## config.mk

```make
export PLATFORM = sky130hd
export DESIGN_NAME = uart_fifo_param
export DESIGN_NICKNAME = d
export VERILOG_FILES = /design/src/rtl/uart_fifo_param.sv
export SDC_FILE = /design/constraint.sdc
export NUM_CORES = 1
export LEC_CHECK = 0
export BUFFER_PORTS_ARGS = -buffer_cell sky130_fd_sc_hd__clkbuf_2
export CORE_MARGIN = 3
export CORE_UTILIZATION = 55
export DETAILED_ROUTE_END_ITERATION = 8
export PLACE_DENSITY = 0.77
export SETUP_SLACK_MARGIN = 0.1
export SYNTH_ARGS = -nofsm -noshare
export SYNTH_HDL_FRONTEND = slang
export SYNTH_SLANG_ARGS = --single-unit
```

## constraint.sdc

```tcl
create_clock -name CLK -period 4.8 [get_ports CLK]
set_input_delay 0.72 -clock CLK [delete_from_list [all_inputs] [get_ports CLK]]
set_output_delay 0.72 -clock CLK [all_outputs]
set_load 0.01 [all_outputs]
```

## src/rtl/uart_fifo_param.sv

```systemverilog
// Parametrised full-duplex UART with 16x oversampled receiver and synchronous
// TX/RX FIFOs between a host strobe interface and the serial pins.
module uart_fifo_param #(
  parameter int DATA_BITS     = 8,
  parameter int PARITY        = 0,
  parameter int STOP_BITS     = 1,
  parameter int CLKS_PER_TICK = 27,
  parameter int FIFO_DEPTH    = 16
) (
  input  logic                 CLK,
  input  logic                 RST_N,
  input  logic [DATA_BITS-1:0] din,
  input  logic                 wr_en,
  output logic                 tx_full,
  output logic                 tx_busy,
  output logic                 tx,
  input  logic                 rx,
  input  logic                 rd_en,
  output logic [DATA_BITS-1:0] dout,
  output logic                 rx_empty,
  output logic                 parity_err,
  output logic                 frame_err,
  output logic                 overrun,
  input  logic                 err_clr
);

  localparam int AW = $clog2(FIFO_DEPTH);
  localparam int TW = (CLKS_PER_TICK > 1) ? $clog2(CLKS_PER_TICK) : 1;
  localparam logic [TW-1:0] LP_TICK_LAST = TW'(CLKS_PER_TICK - 1);
  localparam logic [3:0]    LP_DATA_LAST = 4'(DATA_BITS - 1);
  localparam logic [3:0]    LP_STOP_LAST = 4'(STOP_BITS - 1);

  typedef enum logic [2:0] {S_IDLE, S_START, S_DATA, S_PARITY, S_STOP} state_t;

  // Parity bit that the frame must carry for the configured mode.
  function automatic logic f_parity(input logic [DATA_BITS-1:0] d);
    return (PARITY == 1) ? ~(^d) : (^d);
  endfunction

  logic [TW-1:0] r_tick_cnt;
  logic          w_tick;
  assign w_tick = (r_tick_cnt == LP_TICK_LAST);

  always_ff @(posedge CLK or negedge RST_N) begin
    if (!RST_N) r_tick_cnt <= '0;
    else        r_tick_cnt <= w_tick ? '0 : r_tick_cnt + 1'b1;
  end

  logic [DATA_BITS-1:0] r_txf_mem [FIFO_DEPTH];
  logic [AW:0]          r_txf_wp, r_txf_rp;
  logic                 w_txf_empty, w_txf_push, w_txf_pop;
  logic [DATA_BITS-1:0] w_txf_head;

  assign w_txf_empty = (r_txf_wp == r_txf_rp);
  assign tx_full     = (r_txf_wp[AW] != r_txf_rp[AW]) &&
                       (r_txf_wp[AW-1:0] == r_txf_rp[AW-1:0]);
  assign w_txf_push  = wr_en && !tx_full;
  assign w_txf_head  = r_txf_mem[r_txf_rp[AW-1:0]];

  always_ff @(posedge CLK) begin
    if (w_txf_push) r_txf_mem[r_txf_wp[AW-1:0]] <= din;
  end

  always_ff @(posedge CLK or negedge RST_N) begin
    if (!RST_N) begin
      r_txf_wp <= '0;
      r_txf_rp <= '0;
    end else begin
      if (w_txf_push) r_txf_wp <= r_txf_wp + 1'b1;
      if (w_txf_pop)  r_txf_rp <= r_txf_rp + 1'b1;
    end
  end

  state_t               r_tx_state, w_tx_state_nx;
  logic [3:0]           r_tx_tcnt, w_tx_tcnt_nx, r_tx_bcnt, w_tx_bcnt_nx;
  logic [DATA_BITS-1:0] r_tx_shift, w_tx_shift_nx;
  logic                 r_tx_par, w_tx_par_nx, r_tx, w_tx_nx, w_tx_end, w_tx_load;

  assign w_tx_end = w_tick && (r_tx_tcnt == 4'd15);

  always_comb begin
    w_tx_state_nx = r_tx_state;
    w_tx_tcnt_nx  = (w_tick && r_tx_state != S_IDLE) ? r_tx_tcnt + 4'd1 : r_tx_tcnt;
    w_tx_bcnt_nx  = r_tx_bcnt;
    w_tx_shift_nx = r_tx_shift;
    w_tx_par_nx   = r_tx_par;
    w_tx_load     = 1'b0;
    w_txf_pop     = 1'b0;
    case (r_tx_state)
      S_IDLE:  if (w_tick && !w_txf_empty) w_tx_load = 1'b1;
      S_START: if (w_tx_end) begin
        w_tx_state_nx = S_DATA;
        w_tx_bcnt_nx  = 4'd0;
      end
      S_DATA: if (w_tx_end) begin
        if (r_tx_bcnt == LP_DATA_LAST) begin
          w_tx_bcnt_nx  = 4'd0;
          w_tx_state_nx = (PARITY != 0) ? S_PARITY : S_STOP;
        end else begin
          w_tx_bcnt_nx  = r_tx_bcnt + 4'd1;
          w_tx_shift_nx = {1'b0, r_tx_shift[DATA_BITS-1:1]};
        end
      end
      S_PARITY: if (w_tx_end) begin
        w_tx_state_nx = S_STOP;
        w_tx_bcnt_nx  = 4'd0;
      end
      S_STOP: if (w_tx_end) begin
        if (r_tx_bcnt == LP_STOP_LAST) begin
          // Chain straight into the next frame when more data is queued.
          if (!w_txf_empty) w_tx_load = 1'b1;
          else              w_tx_state_nx = S_IDLE;
        end else begin
          w_tx_bcnt_nx = r_tx_bcnt + 4'd1;
        end
      end
      default: w_tx_state_nx = S_IDLE;
    endcase
    if (w_tx_load) begin
      w_txf_pop     = 1'b1;
      w_tx_state_nx = S_START;
      w_tx_shift_nx = w_txf_head;
      w_tx_par_nx   = f_parity(w_txf_head);
      w_tx_tcnt_nx  = 4'd0;
      w_tx_bcnt_nx  = 4'd0;
    end
    case (w_tx_state_nx)
      S_START:  w_tx_nx = 1'b0;
      S_DATA:   w_tx_nx = w_tx_shift_nx[0];
      S_PARITY: w_tx_nx = w_tx_par_nx;
      default:  w_tx_nx = 1'b1;
    endcase
  end

  always_ff @(posedge CLK or negedge RST_N) begin
    if (!RST_N) begin
      r_tx_state <= S_IDLE;
      r_tx_tcnt  <= 4'd0;
      r_tx_bcnt  <= 4'd0;
      r_tx       <= 1'b1;
    end else begin
      r_tx_state <= w_tx_state_nx;
      r_tx_tcnt  <= w_tx_tcnt_nx;
      r_tx_bcnt  <= w_tx_bcnt_nx;
      r_tx       <= w_tx_nx;
    end
  end

  always_ff @(posedge CLK) begin
    r_tx_shift <= w_tx_shift_nx;
    r_tx_par   <= w_tx_par_nx;
  end

  assign tx      = r_tx;
  assign tx_busy = !w_txf_empty || (r_tx_state != S_IDLE);

  logic r_rx_s1, r_rx_s2, r_rx_prev;
  always_ff @(posedge CLK or negedge RST_N) begin
    if (!RST_N) begin
      r_rx_s1   <= 1'b1;
      r_rx_s2   <= 1'b1;
      r_rx_prev <= 1'b1;
    end else begin
      r_rx_s1 <= rx;
      r_rx_s2 <= r_rx_s1;
      if (w_tick) r_rx_prev <= r_rx_s2;
    end
  end

  state_t               r_rx_state, w_rx_state_nx;
  logic [3:0]           r_rx_tcnt, w_rx_tcnt_nx, r_rx_bcnt, w_rx_bcnt_nx;
  logic [DATA_BITS-1:0] r_rx_shift, w_rx_shift_nx;
  logic                 w_rx_mid, w_rx_push, w_set_perr, w_set_ferr, w_set_ovr;

  // The start bit is checked half a bit in; every later bit a full bit on.
  assign w_rx_mid = w_tick && ((r_rx_state == S_START) ? (r_rx_tcnt == 4'd7)
                                                        : (r_rx_tcnt == 4'd15));

  always_comb begin
    w_rx_state_nx = r_rx_state;
    w_rx_tcnt_nx  = (w_tick && r_rx_state != S_IDLE) ? r_rx_tcnt + 4'd1 : r_rx_tcnt;
    w_rx_bcnt_nx  = r_rx_bcnt;
    w_rx_shift_nx = r_rx_shift;
    w_rx_push     = 1'b0;
    w_set_perr    = 1'b0;
    w_set_ferr    = 1'b0;
    case (r_rx_state)
      S_IDLE: if (w_tick && r_rx_prev && !r_rx_s2) begin
        w_rx_state_nx = S_START;
        w_rx_tcnt_nx  = 4'd0;
      end
      S_START: if (w_rx_mid) begin
        w_rx_state_nx = r_rx_s2 ? S_IDLE : S_DATA;
        w_rx_tcnt_nx  = 4'd0;
        w_rx_bcnt_nx  = 4'd0;
      end
      S_DATA: if (w_rx_mid) begin
        w_rx_shift_nx = {r_rx_s2, r_rx_shift[DATA_BITS-1:1]};
        w_rx_tcnt_nx  = 4'd0;
        if (r_rx_bcnt == LP_DATA_LAST) begin
          w_rx_bcnt_nx  = 4'd0;
          w_rx_state_nx = (PARITY != 0) ? S_PARITY : S_STOP;
        end else begin
          w_rx_bcnt_nx = r_rx_bcnt + 4'd1;
        end
      end
      S_PARITY: if (w_rx_mid) begin
        w_set_perr    = (r_rx_s2 != f_parity(r_rx_shift));
        w_rx_state_nx = S_STOP;
        w_rx_tcnt_nx  = 4'd0;
      end
      S_STOP: if (w_rx_mid) begin
        w_rx_push     = 1'b1;
        w_set_ferr    = !r_rx_s2;
        w_rx_state_nx = S_IDLE;
        w_rx_tcnt_nx  = 4'd0;
      end
      default: w_rx_state_nx = S_IDLE;
    endcase
  end

  always_ff @(posedge CLK or negedge RST_N) begin
    if (!RST_N) begin
      r_rx_state <= S_IDLE;
      r_rx_tcnt  <= 4'd0;
      r_rx_bcnt  <= 4'd0;
    end else begin
      r_rx_state <= w_rx_state_nx;
      r_rx_tcnt  <= w_rx_tcnt_nx;
      r_rx_bcnt  <= w_rx_bcnt_nx;
    end
  end

  always_ff @(posedge CLK) r_rx_shift <= w_rx_shift_nx;

  logic [DATA_BITS-1:0] r_rxf_mem [FIFO_DEPTH];
  logic [AW:0]          r_rxf_wp, r_rxf_rp;
  logic                 w_rxf_full, w_rxf_wr, w_rxf_pop;

  assign rx_empty   = (r_rxf_wp == r_rxf_rp);
  assign w_rxf_full = (r_rxf_wp[AW] != r_rxf_rp[AW]) &&
                      (r_rxf_wp[AW-1:0] == r_rxf_rp[AW-1:0]);
  assign w_rxf_wr   = w_rx_push && !w_rxf_full;
  assign w_set_ovr  = w_rx_push && w_rxf_full;
  assign w_rxf_pop  = rd_en && !rx_empty;
  assign dout       = r_rxf_mem[r_rxf_rp[AW-1:0]];

  // Storage is cleared so the fall-through head reads zero out of reset.
  always_ff @(posedge CLK or negedge RST_N) begin
    if (!RST_N) begin
      for (int i = 0; i < FIFO_DEPTH; i++) r_rxf_mem[i] <= '0;
      r_rxf_wp <= '0;
      r_rxf_rp <= '0;
    end else begin
      if (w_rxf_wr) begin
        r_rxf_mem[r_rxf_wp[AW-1:0]] <= r_rx_shift;
        r_rxf_wp <= r_rxf_wp + 1'b1;
      end
      if (w_rxf_pop) r_rxf_rp <= r_rxf_rp + 1'b1;
    end
  end

  logic r_perr, r_ferr, r_ovr;
  always_ff @(posedge CLK or negedge RST_N) begin
    if (!RST_N) begin
      r_perr <= 1'b0;
      r_ferr <= 1'b0;
      r_ovr  <= 1'b0;
    end else begin
      if (w_set_perr)   r_perr <= 1'b1;
      else if (err_clr) r_perr <= 1'b0;
      if (w_set_ferr)   r_ferr <= 1'b1;
      else if (err_clr) r_ferr <= 1'b0;
      if (w_set_ovr)    r_ovr  <= 1'b1;
      else if (err_clr) r_ovr  <= 1'b0;
    end
  end

  assign parity_err = r_perr;
  assign frame_err  = r_ferr;
  assign overrun    = r_ovr;

endmodule

```

==> results_dict.tcl <==
set metrics [dict create \
    grt_overflow_total 0 \
    finalCriticalPeriod_ns 3.51 \
    hold_viol_final 0 \
    placementRows 58 \
    slew_headroom_pct 10.4 \
    startpoint_type "flop" \
    p_total_mw 6.30 \
    synth.distinct_cells 60 \
    dr_total_vias 7661 \
    syn_avg_cell_area_um2 16.1 \
    cts_setup_buffers 0 \
    ant_nets 0 \
    cts_inserted_buffers 35 \
    grt.total_usage_pct 20.4 \
    setup_viol 0 \
    min_path_type "in -> reg" \
    fin_nets 950 \
    cts_resized 0 \
    cts.path.max_buffers 3 \
    path_cells "buf_4 -> mux4_2 -> mux4_2 -> clkbuf_2" \
    grt_pass1_wl_um 45200 \
    worstMarginPinSlew_ns 1.33 \
    drv_cap 0 \
    fmax_mhz 285 \
    critPathMostFrequentCell "mux4_2" \
    synth_xor_area_share_pct 3.25 \
    synth_top_family_by_area "multiplexers" \
    max_stage_delay_ns 0.71 \
    cp_slowest_cell "dfrtp_2" \
    core_um2 25600 \
    synth.cell_area_um2 14600 \
    start_util_pct 56.8 \
    cp-end-kind "output port" \
    synth_edf_count 143 \
    synth_nets 936 \
    p_switching_mw 1.45 \
    synth_largest_area_cell "dfrtp_1" \
    crit_path_max_fanout 16 \
    critPathBufInv 2 \
    antennaDiodeCount 0 \
    synth_seq_area_share_pct 61.1 \
    drc 0 \
    peakVddDrop_mv 0.373 \
    cts_tree "done" \
    stdcell_count 1276 \
    p_leak_nw 6.65 \
    synth_compound_area_share_pct 2.00 \
    ys_ff_latch 327 \
    clock_sinks 327 \
    setup_tns_ns 0 \
    swShare_pct 23.0 \
    grt_setup_unrepaired "false" \
    ys.warnings.count 0 \
    viasPerCell 6.00 \
    path_class "reg -> out" \
    dp.cells 1212 \
    die_w_um 169 \
    synth-async-reset-ratio_pct 55.7 \
    slew_viol_final 0 \
    syn_inst 905 \
    clkTransAtPathRegs_ns 0.06 \
    worst_ep_arrival_time_ns 2.79 \
    yosysTopAreaCellShare_pct 30.6 \
    synthMuxAreaShare_pct 23.5 \
    grt_pass1_vias 7837 \
    crit_required_ns 4.08 \
    clk_root_buffer_cell "clkbuf_16" \
    routedWlPerCell_um 22.1 \
    p_int_mw 4.85 \
    drive_gt1_share_pct 34.1 \
    synth_fa_ha_area_share_pct 1.46 \
    post-route-period-util_pct 73.2 \
    ctsHoldBuffers 0 \
    cts_max_level 2 \
    fillers 1835 \
    dieHeight_um 169 \
    drt_pass1_iterations 4 \
    routabilityCongestion 0.806 \
    grt_max_degree 114 \
    power.density_nw_per_um2 393 \
    seqPwrFrac_pct 50.1 \
    finClkSkew_ns 0.0195 \
    synthSimpleGateAreaFrac_pct 6.01 \
    clkPwrFrac_pct 42.5 \
    hpwl_um 17800 \
    dieArea_um2 28500 \
    crit_family "multiplexers" \
    synth-main-ff-cell "dfrtp_1" \
    grt_antenna_before_repair 0 \
    pin_count 29 \
    drt_iter0_drc 557 \
    status "complete, no violations" \
    p_comb_share_pct 7.4 \
    synthTopCellsByArea "dfrtp_1 (31%), edfxtp_1 (29%), mux4_2 (11%)" \
    layout-area-overhead-vs-synth_pct 10.0 \
    totalWireLength_um 28200 \
    clk_latency_ns 0.51 \
    numPortBuffers 28 \
]
==> worst reg2reg max path, cell delays in order (launching register included) <==
cell      delay (ns)
dfrtp_1         0.85
xor2_1          0.21
nor4_1          0.11
nand2b_1        0.11
and2_1          0.32
nand2_1         0.18
nor3_1          1.03
==> flip-flops by register name, indices dropped and copies added (netlist names), 8 cells and up <==
register / flops
r_tx_shift: 8
r_rx_shift: 8
r_txf_mem: 128
r_rxf_mem: 128
==> cell usage after synthesis (2+ instances only) <==
library cell,number
buf_1,6
mux4_2,72
o22ai_1,2
buf_6,7
ha_1,17
a21oi_1,12
a31oi_1,2
buf_2,10
mux2_4,8
nand2_4,4
xor2_1,25
nand2b_1,8
nand4b_1,2
mux2_1,2
mux2i_1,31
nand3_4,4
nand4_1,9
dfrtp_1,178
clkbuf_1,28
nor2_1,39
mux2_2,120
buf_4,4
and2_1,6
nand2_2,8
inv_1,17
nor4_1,2
o21ai_0,16
and2_4,2
nand3b_1,2
or2_2,2
edfxtp_1,143
nand2_1,28
dfstp_2,4
nor3_1,12
nand3_1,10
dfxtp_1,2
a22o_1,7
xnor2_1,29
nor2b_1,4
==> logic make-up after synthesis <==
kind of cell	count (synthesis)
flip-flops	327
buffers and inverters	75
multiplexers	233
XOR/XNOR	54
AND/OR/NAND/NOR	152
AO/OA/AOI/OAI	47
adder cells (fa/ha/maj)	17
==> path summary, 6_finish.rpt <==
| path | startpoint | to | slack (ns) | cells after the start |
|---|---|---|---|---|
| setup / recovery | r_rxf_rp[0] | dout[6] | 1.29 | 4 |
| hold / removal | rx | r_rx_s1 | 0.31 | 1 |
| setup reg to reg | r_txf_rp[3] | r_txf_mem[1][0] | 1.60 | 6 |
| hold reg to reg | r_rx_s1 | r_rx_s2 | 0.36 | 0 |
| max in group asynchronous | RST_N | r_rx_prev | 3.54 | 2 |
| min in group asynchronous | RST_N | r_txf_wp[2] | 0.32 | 1 |
==> placed cells by master (no fill, tap or decap), types with 7 or more instances in the layout <==
cell / Yosys / final
nand4_1: 9 / 9
nand3_1: 10 / 10
inv_1: 17 / 17
nand2b_1: 8 / 8
mux4_2: 72 / 72
ha_1: 17 / 17
xor2_1: 25 / 25
xnor2_1: 29 / 29
a22o_1: 7 / 7
nor3_1: 12 / 12
edfxtp_1: 143 / 143
mux2_4: 8 / 8
nor2_1: 39 / 39
mux2_2: 120 / 120
nand2_2: 8 / 8
clkbuf_16: 0 / 36
mux2i_1: 31 / 31
clkbuf_2: 1 / 27
a21oi_1: 12 / 12
nand2_1: 28 / 28
clkinv_2: 0 / 7
o21ai_0: 16 / 16
dfrtp_1: 178 / 176
==> power by group through the flow <==
stage	combinational (mW)	sequential [mW]	clock, mW
finish	0.467	3.16	2.67
global route	0.518	3.17	2.84
CTS	0.472	3.15	2.72
detailed placement	0.465	3.21	0
global placement	0.455	3.20	0
floorplan	0.336	3.16	0
==> layout make-up <==
| class | count | area, um2 | area share [%] |
|---|---|---|---|
| Inverter | 17 | 63.8 | 0.398 |
| Timing Repair Buffer | 35 | 214 | 1.34 |
| Sequential cell | 327 | 8900 | 55.5 |
| Clock buffer | 46 | 978 | 6.11 |
| Multi-Input combinational cell | 503 | 5280 | 32.9 |
| Tap cell | 330 | 413 | 2.58 |
| Clock inverter | 18 | 180 | 1.12 |
==> metrics by stage <==
stage	util [%]	worst slack (ns)	hold slack (ns)	cell area, um2
6_report	62.5	1.29	0.307	16000
3_5_place_dp	58.0	1.71	0.347	14900
4_1_cts	62.5	1.23	0.293	16000
5_1_grt	62.5	1.13	0.296	16000
3_3_place_gp	58.0	1.81	0.347	14900
2_1_floorplan	-	2.22	0.345	14600
==> metal layers <==
layer	GRT usage, %	part of all wire [%]
met4	5.87	2.3
met1	31.2	46
met5	0	0
met3	2.94	4.2
met2	31.1	47
No activity file was read; power rests on OpenSTA's default activity.
